===== src/rtl/bcd3_to_bin.sv =====
// Sequential 3-digit BCD (+ thousands carry) to 11-bit binary converter, reverse double-dabble.
// Optional invalid-digit detection enabled by defining BCD2BIN_ERR_EN.
module bcd3_to_bin (
  input  logic        clk,
  input  logic        rst_n,
  input  logic        start,
  input  logic [11:0] bcd,
  input  logic        bcd_carry,
  output logic        busy,
  output logic        done,
  output logic [10:0] bin,
  output logic        err
);

  // state   | meaning
  // S_IDLE  | waiting for start; outputs hold last result
  // S_SHIFT | one shift-and-correct step per cycle, cnt 0..10
  typedef enum logic {S_IDLE, S_SHIFT} state_t;

  state_t      state_q, state_d;
  logic [3:0]  cnt_q, cnt_d;
  logic [12:0] sr_q, sr_d;
  logic [10:0] acc_q, acc_d;
  logic [10:0] bin_q, bin_d;
  logic        done_q, done_d;

  logic [12:0] sh_sr;
  logic [10:0] sh_acc;
  logic [12:0] fix_sr;

  function automatic logic [3:0] dab_fix(input logic [3:0] d);
    return (d >= 4'd8) ? (d - 4'd3) : d;
  endfunction

`ifdef BCD2BIN_ERR_EN
  logic err_q, err_d;
  logic bad_digit;
  assign bad_digit = (bcd[11:8] > 4'd9) || (bcd[7:4] > 4'd9) || (bcd[3:0] > 4'd9);
`endif

  always_comb begin
    sh_sr  = {1'b0, sr_q[12:1]};
    sh_acc = {sr_q[0], acc_q[10:1]};
    fix_sr = {sh_sr[12], dab_fix(sh_sr[11:8]), dab_fix(sh_sr[7:4]), dab_fix(sh_sr[3:0])};

    state_d = state_q;
    cnt_d   = cnt_q;
    sr_d    = sr_q;
    acc_d   = acc_q;
    bin_d   = bin_q;
    done_d  = 1'b0;
`ifdef BCD2BIN_ERR_EN
    err_d   = err_q;
`endif

    case (state_q)
      S_IDLE: begin
        if (start) begin
`ifdef BCD2BIN_ERR_EN
          if (bad_digit) begin
            done_d = 1'b1;
            err_d  = 1'b1;
            bin_d  = '0;
          end else begin
            sr_d    = {bcd_carry, bcd};
            acc_d   = '0;
            cnt_d   = '0;
            state_d = S_SHIFT;
          end
`else
          sr_d    = {bcd_carry, bcd};
          acc_d   = '0;
          cnt_d   = '0;
          state_d = S_SHIFT;
`endif
        end
      end
      S_SHIFT: begin
        sr_d  = fix_sr;
        acc_d = sh_acc;
        cnt_d = cnt_q + 4'd1;
        // 11th shift completes the binary word
        if (cnt_q == 4'd10) begin
          bin_d   = sh_acc;
          done_d  = 1'b1;
          cnt_d   = '0;
          state_d = S_IDLE;
`ifdef BCD2BIN_ERR_EN
          err_d   = 1'b0;
`endif
        end
      end
      default: state_d = S_IDLE;
    endcase
  end

  always_ff @(posedge clk) begin
    if (!rst_n) begin
      state_q <= S_IDLE;
      cnt_q   <= '0;
      sr_q    <= '0;
      acc_q   <= '0;
      bin_q   <= '0;
      done_q  <= 1'b0;
`ifdef BCD2BIN_ERR_EN
      err_q   <= 1'b0;
`endif
    end else begin
      state_q <= state_d;
      cnt_q   <= cnt_d;
      sr_q    <= sr_d;
      acc_q   <= acc_d;
      bin_q   <= bin_d;
      done_q  <= done_d;
`ifdef BCD2BIN_ERR_EN
      err_q   <= err_d;
`endif
    end
  end

  assign busy = (state_q == S_SHIFT);
  assign done = done_q;
  assign bin  = bin_q;
`ifdef BCD2BIN_ERR_EN
  assign err  = err_q;
`else
  assign err  = 1'b0;
`endif

endmodule


===== config.mk =====
export PLATFORM = sky130hd
export DESIGN_NAME = bcd3_to_bin
export DESIGN_NICKNAME = d
export VERILOG_FILES = /design/src/rtl/bcd3_to_bin.sv
export SDC_FILE = /design/constraint.sdc
export NUM_CORES = 1
export LEC_CHECK = 0
export ABC_CLOCK_PERIOD_IN_PS = 1600
export BUFFER_PORTS_ARGS = -buffer_cell sky130_fd_sc_hd__buf_2
export CORE_MARGIN = 2
export CORE_UTILIZATION = 43
export CTS_BUF_LIST = sky130_fd_sc_hd__clkbuf_4 sky130_fd_sc_hd__clkbuf_8 sky130_fd_sc_hd__clkbuf_16
export DETAILED_ROUTE_END_ITERATION = 12
export PLACE_DENSITY = 0.74
export SLEW_MARGIN = 20
export SYNTH_ARGS = -nofsm -noshare
export SYNTH_HDL_FRONTEND = slang
export SYNTH_SLANG_ARGS = --single-unit

===== constraint.sdc =====
create_clock -name clk -period 1.6 [get_ports clk]
set_clock_uncertainty 0.05 [all_clocks]
set_input_delay 0.08 -clock clk [delete_from_list [all_inputs] [get_ports clk]]
set_output_delay 0.08 -clock clk [all_outputs]
set_load 0.03 [all_outputs]

==> metrics.md <==
| Metric | Value |
|---|---|
| Final min period | 1280 ps |
| Worst r2r src | busy |
| R2r worst-path depth | 3 |
| Syn Inst Count | 214 |
| Post-route antenna net violation count | 0 |
| DRC | 0 |
| Internal power | 1480 uW |
| Worst setup EP type | register |
| Number of cell rows | 23 |
| CTS tree | built |
| Count of cell types in the netlist | 29 |
| R2r endpoint | busy |
| Starting DRT DRC Count | 49 |
| Reg power frac | 53.6% |
| Tot GR Track Use | 15.4% |
| Yosys Warn Count | 0 |
| Final nets | 262 |
| Top cells by area, synth | dfxtp_1 (43%), ha_1 (5.4%), a21oi_1 (4.8%) |
| Critical path arrival | 1410 ps |
| Total chip power | 2000 uW |
| Resized cells post-CTS | 0 |
| HP Class | in2reg |
| Most common cell in the netlist | dfxtp_1 |
| Critical path peak fanout | 24 |
| Clk slew on worst S/H paths | 80 ps |
| Vias in the first global route | 1350 |
| Drt via density | 5.14 |
| Pin count of the biggest net entering global routing | 27 |
| Syn_area_per_cell | 8.69 um^2 |
| Final Max Slew Viols | 0 |
| Crit path setup slack, layout | 317 ps |
| Peak Freq | 780 MHz |
| Gate power share | 10.8% |
| P_leak | 0.000831 uW |
| Clk Latency, worst-skew pair | 300 ps |
| Hpwl dp | 2320 um |
| Maximum vdd ir drop | 0.000554 V |
| Crit path cell chain | nand4b_1, buf_12, nor3b_1 |
| Critical path class | reg2reg |
| Layout area overhead | 15.3% |
| Slowest CP cell | dfxtp_1 |
| PwrDens | 931 nW/um^2 |
| Cts hold-fix bufs | 0 |
| Worst hold stages | 3 |
| Async set-or-reset flop fraction in the synthesized netlist | 0% |
| Switching portion of total power | 26.0% |
| Clk sinks | 40 |
| Htree depth | 2 |
| Post-synth EDFFs | 0 |
| Final Setup Violations | 0 |
| Startpoint Class | register |
| Synth cell count leaders | dfxtp_1 (40), a21oi_1 (18), nand2_1 (16), nor2_1 (16), o21ai_1 (14) |
| Initial core utilization | 45.5% |
| CP max stage delay | 560 ps |
| Worst reg2reg setup slack | 320 ps |
| Initial DRT Pass Iterations | 4 |
| First-pass GRT wire length | 5970 um |
| WL per Instance | 11.9 um |
| Antenna violations before repair | 0 |
| Tcrit/Tclk final | 80.2% |
| Antenna fix cells | 0 |
| Gr ovfl total | 0 |
| Worst Path Required | 1730 ps |
| Non-Filler Instances | 289 |
| I/O pin count | 30 |
| Core Box Area | 4090 um^2 |
| CTS root buf | clkbuf_8 |
| Die width | 69.8 um |
| Final Hold Vio Count | 0 |
| Sequential cell area fraction in the yosys report | 43.1% |
| Proportion of layout cells with a drive suffix above 1 | 18.0% |
| Die area | 4870 um^2 |
| Routability congestion estimate | 0.779 |
| RSZ-0062 raised after global routing | false |
| Hold Path Origin | rst_n |
| Clock Power Share | 35.5% |
| MaxCap Viol Count | 0 |
| Post-synth top area share | 43.1% |
| Placed Cells | 281 |
| Worst Hold End | bin[0] |
| Net Sw Power | 518 uW |
| Final setup TNS | 0 ps |
| Post-Syn Area | 1860 um^2 |
| Die Height | 69.8 um |
| Seq cells post-synth | 40 |
| Status | finished, final reports clean |
| Synthesized Nets | 238 |
| Clk buf depth | 2 |
| Num CTS Buffers | 5 |
| Setup bufs post-CTS | 0 |
| Number of vias in the routed layout | 1485 |
| Ys flop type | dfxtp_1 |
| Post-Route WL | 3430 um |
| Pre-CTS setup slack | 314 ps |
| I/O Buffers | 28 |
| Post-synth top area cell | dfxtp_1 |
| Finished Core Util | 52.4% |
| Critical Path Source | busy |
-- per-stage QoR --
| step | hold slack (ps) | cell area (um^2) |
|---|---|---|
| 2_1_floorplan | 225 | 1860 |
| 3_3_place_gp | 328 | 2050 |
| 3_5_place_dp | 329 | 2050 |
| 4_1_cts | 8.92 | 2140 |
| 5_1_grt | 29.2 | 2140 |
| 6_report | 15.2 | 2140 |
-- sequential cells by signal, indices dropped and copies added (netlist names) --
name / count
acc_q: 10
bin: 11
busy: 1
cnt_q: 4
done: 1
sr_q: 13
-- routing by layer --
| metal | vias to the layer above | GRT usage, % | routed length [um] |
|---|---|---|---|
| met5 | - | 0 | 0 |
| li1 | 780 | - | - |
| met1 | 671 | 18.2 | 1640 |
| met3 | 4 | 5.96 | 184 |
| met4 | 0 | 7.91 | 65 |
| met2 | 30 | 24.3 | 1540 |
-- layout by cell type (no fill, tap or decap), types with 7 or more instances in the layout --
cell,n
dfxtp_1,40
buf_2,28
a21oi_1,18
nand2_1,16
nor2_1,16
o21ai_1,14
nand3_1,13
a211oi_1,12
nor3b_1,11
nor2b_1,10
inv_1,9
ha_1,8
mux2i_1,7
-- kinds of logic (layout without fill, tap and decap cells) --
logic type                 after synthesis  count (layout)  share of synthesized area, %
AOI/OAI and AO/OA                       51              51                          16.4
DFF                                     40              40                          43.1
other                                    1               1                         0.202
muxes                                   10              10                          5.59
adders and majority gates                8               8                          5.38
xor gates and xnor gates                 6               6                          2.83
buffers and inverters                   27              52                          6.66
and+or+nand+nor                         71              71                          19.9
-- critical path: cells and delay by family, from the launching register on --
kind	cells	cell delay, ps
flip-flops	1	560
AND/OR/NAND/NOR	2	340
buffers and inverters	1	200
-- power groups by stage --
stage          Sequential (uW)  Combinational (uW)  Clock, uW
2_1_floorplan             1080                 168          0
3_3_place_gp              1090                 212          0
3_5_place_dp              1090                 218          0
4_1_cts                   1070                 220        731
5_1_grt                   1080                 242        779
6_report                  1070                 216        709
-- how the worst max path moves through the flow --
stage,to,slack (ps),cells past startpoint
floorplan,bin[1],230,5
global placement,busy,330,3
detailed placement,busy,310,3
CTS,busy,300,3
global route,acc_q[1],200,4
finish,busy,320,3
-- area by class of cell --
cell class | instances | area, um^2
Tap cell | 50 | 62.6
Timing Repair Buffer | 34 | 210
Inverter | 10 | 37.5
Clock buffer | 6 | 82.6
Clock inverter | 2 | 15.0
Multi-Input combinational cell | 147 | 935
Fill cell | 396 | 1940
Sequential cell | 40 | 801
Note: power is estimated with default switching activity, not from simulation.
